--- src/rtl/zld_xcb_dec.sv ---
// ---------------------------------------------------------------------------
// zld_xcb_dec -- zero run-length decoder (inverse of the ZLE 7->8 encoder)
//
// Consumes 8-bit tokens and regenerates the original 7-bit symbols.
//   token[DW] == 0 : literal, emit token[DW-1:0]
//   token[DW] == 1 : emit token[DW-1:0] zero symbols (0 emits nothing)
//
// Handshake (both sides): a transfer happens on a rising clock edge where
// valid and ready are both high. A source holding valid must keep its data
// stable until the transfer; ready may depend combinationally on state.
//
// Ports
//   clock    : clock, all state changes on posedge
//   reset    : synchronous active-low reset
//   i_d      : input token, [DW] = run flag, [DW-1:0] = literal / run count
//   i_valid  : i_d valid
//   i_ready  : decoder accepts a token this cycle (combinational)
//   o_d      : decoded symbol (registered)
//   o_valid  : o_d valid (registered)
//   o_ready  : consumer takes o_d this cycle
//   busy     : high while a run is being expanded (state S_RUN); with only
//              two states this also exposes the full FSM state
// ---------------------------------------------------------------------------
module zld_xcb_dec #(
  parameter int DW = 7
) (
  input  logic          clock,
  input  logic          reset,
  input  logic [DW:0]   i_d,
  input  logic          i_valid,
  output logic          i_ready,
  output logic [DW-1:0] o_d,
  output logic          o_valid,
  input  logic          o_ready,
  output logic          busy
);

  typedef enum logic {
    S_TAKE = 1'b0,
    S_RUN  = 1'b1
  } state_t;

  localparam logic [DW-1:0] ONE  = {{(DW-1){1'b0}}, 1'b1};
  localparam logic [DW-1:0] ZERO = '0;

  state_t        state, state_n;
  logic [DW-1:0] rem, rem_n;       // zeros still owed after the one in o_d
  logic [DW-1:0] o_d_n;
  logic          o_valid_n;

  logic          in_fire;
  logic          out_fire;
  logic [DW-1:0] tok_val;
  logic          tok_run;

  assign tok_val  = i_d[DW-1:0];
  assign tok_run  = i_d[DW];

  // A new token is only taken when the output register is free or being
  // drained this very cycle, which gives full rate with no bubble.
  assign i_ready  = (state == S_TAKE) && (!o_valid || o_ready);
  assign in_fire  = i_valid && i_ready;
  assign out_fire = o_valid && o_ready;
  assign busy     = (state == S_RUN);

  always_comb begin
    state_n   = state;
    rem_n     = rem;
    o_d_n     = o_d;
    o_valid_n = o_valid;
    case (state)
      S_TAKE: begin
        if (in_fire) begin
          if (!tok_run) begin
            o_d_n     = tok_val;
            o_valid_n = 1'b1;
          end else if (tok_val != ZERO) begin
            // First zero of the run goes straight into o_d; rem counts the rest.
            o_d_n     = ZERO;
            o_valid_n = 1'b1;
            rem_n     = tok_val - ONE;
            if (tok_val > ONE) state_n = S_RUN;
          end else if (out_fire) begin
            // Empty run: token consumed, nothing new to present.
            o_valid_n = 1'b0;
          end
        end else if (out_fire) begin
          o_valid_n = 1'b0;
        end
      end
      S_RUN: begin
        // o_d stays zero and o_valid stays high until the run is exhausted.
        if (out_fire) begin
          rem_n = rem - ONE;
          if (rem == ONE) state_n = S_TAKE;
        end
      end
      default: state_n = S_TAKE;
    endcase
  end

  always_ff @(posedge clock) begin
    if (!reset) begin
      state   <= S_TAKE;
      rem     <= ZERO;
      o_d     <= ZERO;
      o_valid <= 1'b0;
    end else begin
      state   <= state_n;
      rem     <= rem_n;
      o_d     <= o_d_n;
      o_valid <= o_valid_n;
    end
  end

endmodule

--- config.mk ---
export PLATFORM = sky130hd
export DESIGN_NAME = zld_xcb_dec
export DESIGN_NICKNAME = d
export VERILOG_FILES = /design/src/rtl/zld_xcb_dec.sv
export SDC_FILE = /design/constraint.sdc
export NUM_CORES = 1
export LEC_CHECK = 0
export CORE_MARGIN = 5
export CORE_UTILIZATION = 35
export CTS_CLUSTER_DIAMETER = 120
export DETAILED_ROUTE_END_ITERATION = 12
export GPL_TIMING_DRIVEN = 0
export PLACE_DENSITY = 0.72
export SYNTH_ARGS = -nofsm -noshare
export SYNTH_HDL_FRONTEND = slang
export SYNTH_SLANG_ARGS = --single-unit
--- constraint.sdc ---
create_clock -name clock -period 1.5 [get_ports clock]
set_input_delay 0.15 -clock clock [delete_from_list [all_inputs] [get_ports clock]]
set_output_delay 0.15 -clock clock [all_outputs]
set_load 0.01 [all_outputs]
After elaboration in Yosys (flattened, before gate mapping)
Index checks and enable logic that the tools add are counted.

Bits in registers: 16. Bits in latches: 0. Bits in writable memories: 0. Memory bits (read-only): 0. Input bits: 12. Output and inout port bits: 10. Logic and storage cells: 40. Memories kept: 0.

Add/subtract/negate cells: 2. Multiply operators: 0. Div/mod/pow operators: 0. $lt $le $gt $ge: 1. Equality and inequality tests: 6. Shifts and indexed selects: 0. Multiplexer cells: 18. Bitwise operators: 1. Reductions and logical operators: 8.

Operators with widths (number): 7-bit 2-to-1 mux (6); 7-bit case mux with 2 select lines (1); 7-bit by 1-bit subtractor with 7-bit output (second input constant) (2); 1-bit 2-to-1 mux (10); 7-bit by 1-bit == test with 1-bit output (second input constant) (1); 7-bit by 1-bit greater-than comparator with 1-bit output (second input constant) (1); 7-bit nonzero test (1); 2-bit by 1-bit != test with 1-bit output (second input constant) (3); 2-bit != test (second input constant) (2); 4-bit AND reduction (1); 1-bit logical AND (3); 3-bit AND reduction (1); 1-bit case mux with 2 select lines (1); 1-bit logical NOT (1); 1-bit logical OR (1); 1-bit NOT (1).

Longest topological paths before layout
Gate-level depths: netlist of run 1.

Depth after elaboration: 6. Mapped depth: 7. Mapped depth without buffers: 7.

Worst setup path before layout of run 1
No wires, ideal clock.

Kind: register -> register. From: register state (netlist: busy). To: register rem[4]. Library setup time: 0.128 ns. Arrival: 1.408 ns. Required time: 1.372 ns. Path slack: -0.036 ns. Stages on the path, launching flop included: 7. Buffers on the path: 1. Period minus slack after synthesis: 1.536 ns. Cells stage by stage: dfxtp_1 buf_4 a21o_1 nand2_1 or4_1 a32oi_1 nor2_1.

Longest elaborated chain between the ends: 5. Elaborated cells between the ends (all ways): 9. Those cells by class: 4 x eq/ne; 1 x mux; 1 x bitwise; 3 x reduce/logical.

Ends and longest elaborated chain: start: declaration (RTL line 46) `state_t state, state_n;`; start signal: assignment (RTL line 109) `state <= state_n;`; 1-bit NOT; 1-bit logical AND (RTL line 61) `assign i_ready = (state == S_TAKE) && (!o_valid || o_ready);`; 1-bit logical AND (RTL line 62) `assign in_fire = i_valid && i_ready;`; 2-bit != test (no line); 4-bit AND reduction (no line); end signal: assignment (RTL line 110) `rem <= rem_n;`; end: declaration (RTL line 47) `logic [DW-1:0] rem, rem_n;`.

Several ways; a longest one is shown, not always the timed one. A chain may end at the register's enable or synchronous reset.

Final worst setup path of run 1
Ends and elaborated chain as after synthesis.

==> results of run 1 <==
==> what timing repair did <==
| item | CTS | global route |
|---|---|---|
| pin swaps | 5 | 3 |
| setup endpoints to repair | 17 | 9 |
| setup buffers | 9 | 3 |
| gates resized for setup | 21 | 10 |
==> synth_stat cells, types with 3 or more instances <==
cell type / instances / share of area
inv_1: 8 / 0.030
o21ai_0: 6 / 0.030
nor2_1: 12 / 0.045
nor3_1: 4 / 0.020
nand2_1: 9 / 0.034
a21oi_1: 5 / 0.025
dfxtp_1: 16 / 0.32
ha_1: 5 / 0.063
nand3_1: 4 / 0.020
xnor2_1: 3 / 0.026
o31ai_1: 3 / 0.023
a22oi_1: 7 / 0.053
==> cell usage in the layout, fill, tap and decap left out, drive strengths merged, types with 3 or more instances in the layout <==
cell type,n
a21o,3
a21oi,5
a22oi,7
buf,14
clkbuf,6
clkdlybuf4s50,14
dfxtp,16
dlygate4sd2,5
ha,5
inv,8
nand2,9
nand3,4
nor2,12
nor3,4
o21ai,6
o31ai,3
xnor2,3
==> state kept, by name, summed over array words and instances, names as in the netlist <==
signal and cells:
o_valid 1, o_d 7, rem 7, busy 1
==> path summary, 6_finish.rpt <==
| kind | from | endpoint | slack, ps |
|---|---|---|---|
| worst min register to register | rem[0] | rem[0] | 510 |
| worst max register to register | busy | rem[4] | -10 |
| worst max-delay path | busy | rem[4] | -10 |
| worst min-delay path | i_d[0] | o_d[0] | 200 |
==> layout make-up <==
class	count	area, um^2	share of cell area
buffer	4	31.3	0.0219
inverter	8	32.5	0.0228
sequential	16	328	0.230
clock buffer	3	22.5	0.0158
timing repair buffer	33	304	0.213
tap	31	38.8	0.0272
multi-input combinational	90	671	0.470
==> cell families (layout without fill, tap and decap cells) <==
| kind of cell | after synthesis | count (layout) |
|---|---|---|
| flops | 16 | 16 |
| buf+inv | 12 | 48 |
| fa+ha+maj | 5 | 5 |
| simple gates | 44 | 44 |
| compound gates | 34 | 34 |
| mux | 2 | 2 |
| xor+xnor | 5 | 5 |
==> worst max-delay path, delay by kind of cell, from the launching register on <==
| kind | cells | cell delay (ps) |
|---|---|---|
| and+or+nand+nor | 3 | 620 |
| DFF | 1 | 350 |
| buffers and inverters | 2 | 220 |
| AOI/OAI and AO/OA | 1 | 210 |
==> power breakdown <==
part	switching [W]	internal, W
sequential	0.0000309	0.000461
combinational	0.000207	0.000206
clock	0.000140	0.0000933
total	0.000378	0.000760
==> through the flow <==
step | setup slack (ps) | hold slack [ps] | utilization
finish | -9.90 | 198 | 0.522
global route | -108 | 217 | 0.522
CTS | 0.460 | 331 | 0.504
detailed placement | -592 | 495 | 0.457
global placement | -543 | 488 | 0.457
floorplan | 7.49 | 266 | -
==> routing by layer <==
metal / track usage / vias up
li1: - / 511
met1: 0.196 / 495
met2: 0.236 / 33
met3: 0.0444 / 12
met4: 0.0494 / 0
met5: 0 / -
==> reports/qor.csv, run 1 <==
stage,metric,value,unit
final_layout,nFillCells,259,
detailed_routing,route.met2.wl,1350,um
logic_synthesis,synthMuxAreaShare,0.0201,
setup_path,critical_path_class,reg2reg,
sta,fin_skew,7.47,ps
sta,tns,-9.90,ps
global_route,grt-ovfl-total,0,
sta,slew_violations,0,
logic_synthesis,synthArstFlopShare,0,
sta,relSlewSlack,0.640,
outcome,failed_checks,negative setup slack,
placed_design,dpl.hpwl,2100,um
power,power_density,797,nW/um^2
setup_path,start_kind,register,
placed_design,post_dp_cell_area,1250,um^2
logic_synthesis,netlist_area,996,um^2
sta,finalHoldViolCount,0,
clocking,clockRootBuffer,clkbuf_4,
logic_synthesis,synth_seq_cells,16,
global_route,track_usage,0.151,
die,die_area,4010,um^2
detailed_routing,routed_wl,2960,um
setup_path,crit_path_end_kind,register,
power,p_leak,0.564,nW
global_route,grt_max_degree,11,
logic_synthesis,synth_seq_area_share,0.322,
detailed_routing,top_layer_used,met4,
global_route,grt_pass1_wl,4960,um
die,initial_core_util,0.364,
setup_path,max_stage_delay,480,ps
sta,finalSetupViolCount,1,
logic_synthesis,synth_nets,135,
die,fp.dieH,63.3,um
setup_path,r2r_cells,6,
detailed_routing,post-route-drc-count,0,
clocking,clock_path_buffers,2,
placed_design,dp_cells,170,
detailed_routing,drt_pass1_iterations,4,
run,drv_cap,0,
sta,max_slew.worst_pin.slew,540,ps
clocking,h-tree-depth,1,
detailed_routing,via_per_inst,5.68,
sta,post-route-min-period,1510,ps
clocking,clkSinkCount,16,
logic_synthesis,synth_area_per_cell,8.44,um^2
logic_synthesis,synth_edf_count,0,
setup_path,cp_cell_sequence,"buf_6, buf_12, nand3_2, or4_1, a32oi_1, nor2_1",
logic_synthesis,yosys.area_share.simple,0.250,
detailed_routing,drt-initial-drc-count,71,
logic_synthesis,synthAdderAreaFrac,0.0628,
final_layout,finalNetCount,173,
global_route,grt_pass1_vias,1036,
detailed_routing,drtAntennaViolNets,0,
global_route,grt_antenna_before_repair,0,
worst_hold_path,min_path_cells,3,
detailed_routing,wl_per_cell,16.0,um
logic_synthesis,synthCells,118,
clocking,cts_tree,yes,
final_layout,drive_gt1_frac,0.266,
final_layout,antennaDiodeCount,0,
setup_path,required,1670,ps
logic_synthesis,ys_warn_count,0,
final_layout,final_area,1430,um^2
die,io_pins,22,
logic_synthesis,synth_top_family_by_area,simple AND/OR/NAND/NOR gates,
setup_path,cp_max_fo,5,
sta,rsz0062_at_grt,true,
detailed_routing,vias,1051,
setup_path,cp_slowest_cell,or4_1,
logic_synthesis,synth.distinct_cells,40,
logic_synthesis,synth_xor_area_frac,0.0440,
detailed_routing,wl_met1,1370,um
placed_design,routabilityCongestion,0.871,
power,peakVddDrop,0.000709,V
final_layout,final_cells,185,
power,p_total,0.00114,W
die,die_w,63.3,um
clocking,insertion_delay,290,ps
sta,period_share,1.01,
die,coreArea,2730,um^2
sta,worst_slack,-9.90,ps
placed_design,port_buffers,21,
clocking,path_clk_slew,100,ps
setup_path,arrival,1680,ps
die,row_count,19,
clocking,cts_buffers,3,
logic_synthesis,synth_ff_type,dfxtp_1,
logic_synthesis,synth-compound-area-share,0.245,
detailed_routing,dr_wl_met3,135,um
worst_hold_path,hp-class,in2reg,
sta,clock.fmax,0.662,GHz
final_layout,area_delta_synth_final,43.3,%
outcome,status,"complete, but fails checks",
clocking,ctsHoldBuffers,0,
Power figures use the tool's default switching activity.
==> run 2: changes to the inputs <==
==> constraint.sdc (replaced) <==
create_clock -name clock -period 1.5 [get_ports clock]
set_input_delay 0.15 -clock clock [delete_from_list [all_inputs] [get_ports clock]]
set_output_delay 0.15 -clock clock [all_outputs]
set_load 0.05 [all_outputs]
==> reports/qor.csv, run 2 (synthesis results as in run 1) <==
stage,metric,value,unit,change
outcome,status,"complete, but fails checks",,
outcome,failed_checks,negative setup slack,,
clocking,path_clk_slew,110,ps,about the same
placed_design,routabilityCongestion,0.875,,+0.49%
final_layout,antennaDiodeCount,0,,unchanged
setup_path,rr_endpoint,rem[4],,
detailed_routing,post-route-drc-count,0,,unchanged
clocking,clockRootBuffer,clkbuf_4,,
clocking,clkSinkCount,16,,unchanged
clocking,cts_buffers,3,,unchanged
die,io_pins,22,,unchanged
sta,max_slew.worst_pin.slew,506,ps,-34.9 ps
setup_path,crit_path_end_kind,register,,
setup_path,reg2reg_from,rem[0],,
sta,period_share,1.01,,+0.00520
run,drv_cap,0,,unchanged
die,die_w,63.3,um,unchanged
detailed_routing,wl_per_cell,15.4,um,-3.7%
final_layout,top_regs,"o_d x7, rem x7",,
detailed_routing,drt_pass1_iterations,4,,unchanged
detailed_routing,vias,1056,,+0.48%
power,peakVddDrop,0.000574,V,-19%
placed_design,dpl.hpwl,2000,um,-4.5%
sta,worst_slack,-17.7,ps,-7.79 ps
die,die_area,4010,um^2,unchanged
sta,relSlewSlack,0.663,,+0.0233
global_route,grt_pass1_wl,4680,um,-5.7%
power,p_leak,0.562,nW,-0.47%
sta,clock.fmax,0.659,GHz,-0.51%
setup_path,arrival,1680,ps,about the same
global_route,grt_pass1_vias,1022,,-1.4%
clocking,cts_tree,yes,,
setup_path,required,1660,ps,about the same
final_layout,drive_gt1_frac,0.250,,-0.0162
sta,slew_violations,0,,unchanged
final_layout,final_area,1390,um^2,-3.0%
clocking,ctsHoldBuffers,0,,unchanged
global_route,grt_antenna_before_repair,0,,unchanged
final_layout,area_delta_synth_final,39.1,%,
global_route,track_usage,0.138,,-0.0122
clocking,h-tree-depth,1,,unchanged
power,power_density,841,nW/um^2,+5.5%
final_layout,finalNetCount,170,,-1.7%
worst_hold_path,hp-class,in2reg,,
clocking,insertion_delay,290,ps,about the same
clocking,clock_path_buffers,2,,unchanged
setup_path,cp_max_fo,4,,-1
sta,fin_skew,5.58,ps,-1.89 ps
final_layout,layout_commonest_cell,dlygate4sd2_1,,
sta,post-route-min-period,1520,ps,+7.79 ps
setup_path,startpoint,rem[0],,
setup_path,endpoint,rem[4],,
global_route,grt_max_degree,11,,unchanged
sta,rsz0062_at_grt,true,,
die,fp.dieH,63.3,um,unchanged
detailed_routing,drt-initial-drc-count,60,,-15%
setup_path,critical_path_class,reg2reg,,
die,row_count,19,,unchanged
placed_design,port_buffers,21,,unchanged
detailed_routing,routed_wl,2820,um,-4.7%
placed_design,preCtsSetupSlack,-609,ps,-17.0 ps
detailed_routing,drtAntennaViolNets,0,,unchanged
setup_path,r2r_cells,6,,unchanged
detailed_routing,via_per_inst,5.77,,+1.6%
setup_path,r2r_setup_slack,-20,ps,about the same
final_layout,final_cell_mix,"14 x dlygate4sd2_1, 11 x nor2_1, 11 x dfxtp_1",,
sta,finalSetupViolCount,2,,+1
die,coreArea,2730,um^2,unchanged
global_route,grt-ovfl-total,0,,unchanged
placed_design,post_dp_cell_area,1260,um^2,+0.60%
die,initial_core_util,0.364,,unchanged
setup_path,start_kind,register,,
sta,finalHoldViolCount,0,,unchanged
## run 2: report_power, final
group          total (W)  switching (W)  internal (W)
combinational   0.000417       0.000242      0.000175
sequential      0.000498      0.0000376      0.000460
clock           0.000250       0.000147      0.000103
total            0.00116       0.000427      0.000738
## run 2: timing repair
action                                  in CTS  in global routing
resized for setup                           28                  8
setup buffers                                1                  9
endpoints found under the setup margin      24                 15
hold endpoints to repair                     0                  0
pin swaps                                    2                  5
## run 2: stage by stage
step           power (W)   util  setup TNS [ps]  std cells  hold slack (ps)
5_1_grt          0.00124  0.507            -166        183              343
6_report         0.00116  0.507           -27.4        183              319
3_3_place_gp    0.000872  0.460           -6800        170              492
3_5_place_dp    0.000876  0.460           -7420        170              510
2_1_floorplan   0.000748      -           -9.62        118              259
4_1_cts          0.00113  0.474           -14.1        175              319
## run 2: worst min-delay path by stage
stage | slack [ps] | startpoint | cells after the start | to
after floorplan | 260 | reset | 2 | o_valid
after global placement | 490 | o_d[6] | 2 | o_d[6]
after detailed placement | 510 | rem[6] | 2 | rem[6]
after CTS | 320 | i_d[1] | 3 | o_d[1]
after global routing | 340 | i_d[1] | 3 | o_d[1]
final | 320 | i_d[1] | 3 | o_d[1]
## run 2: area by class of cell
cell class                 count  area (um^2)
clock buffer                   4         26.3
inverter                       8         36.3
timing repair buffer          31          263
sequential                    16          329
tap                           31         38.8
fill                         264         1350
buffer                         3         18.8
multi-input combinational     90          673
## run 2: metal layers
layer | part of all wire | GRT usage | vias to the layer above
met5 | 0 | 0 | -
met3 | 0.054 | 0.0178 | 2
li1 | - | - | 508
met1 | 0.43 | 0.175 | 506
met2 | 0.51 | 0.242 | 40
met4 | 0.0082 | 0.0390 | 0
## run 2: critical path: stages (launching register included)
cell	delay, ps
dfxtp_2	350
inv_2	80
ha_4	160
nand3_4	80
or4_1	470
a32oi_1	200
nor2_1	50
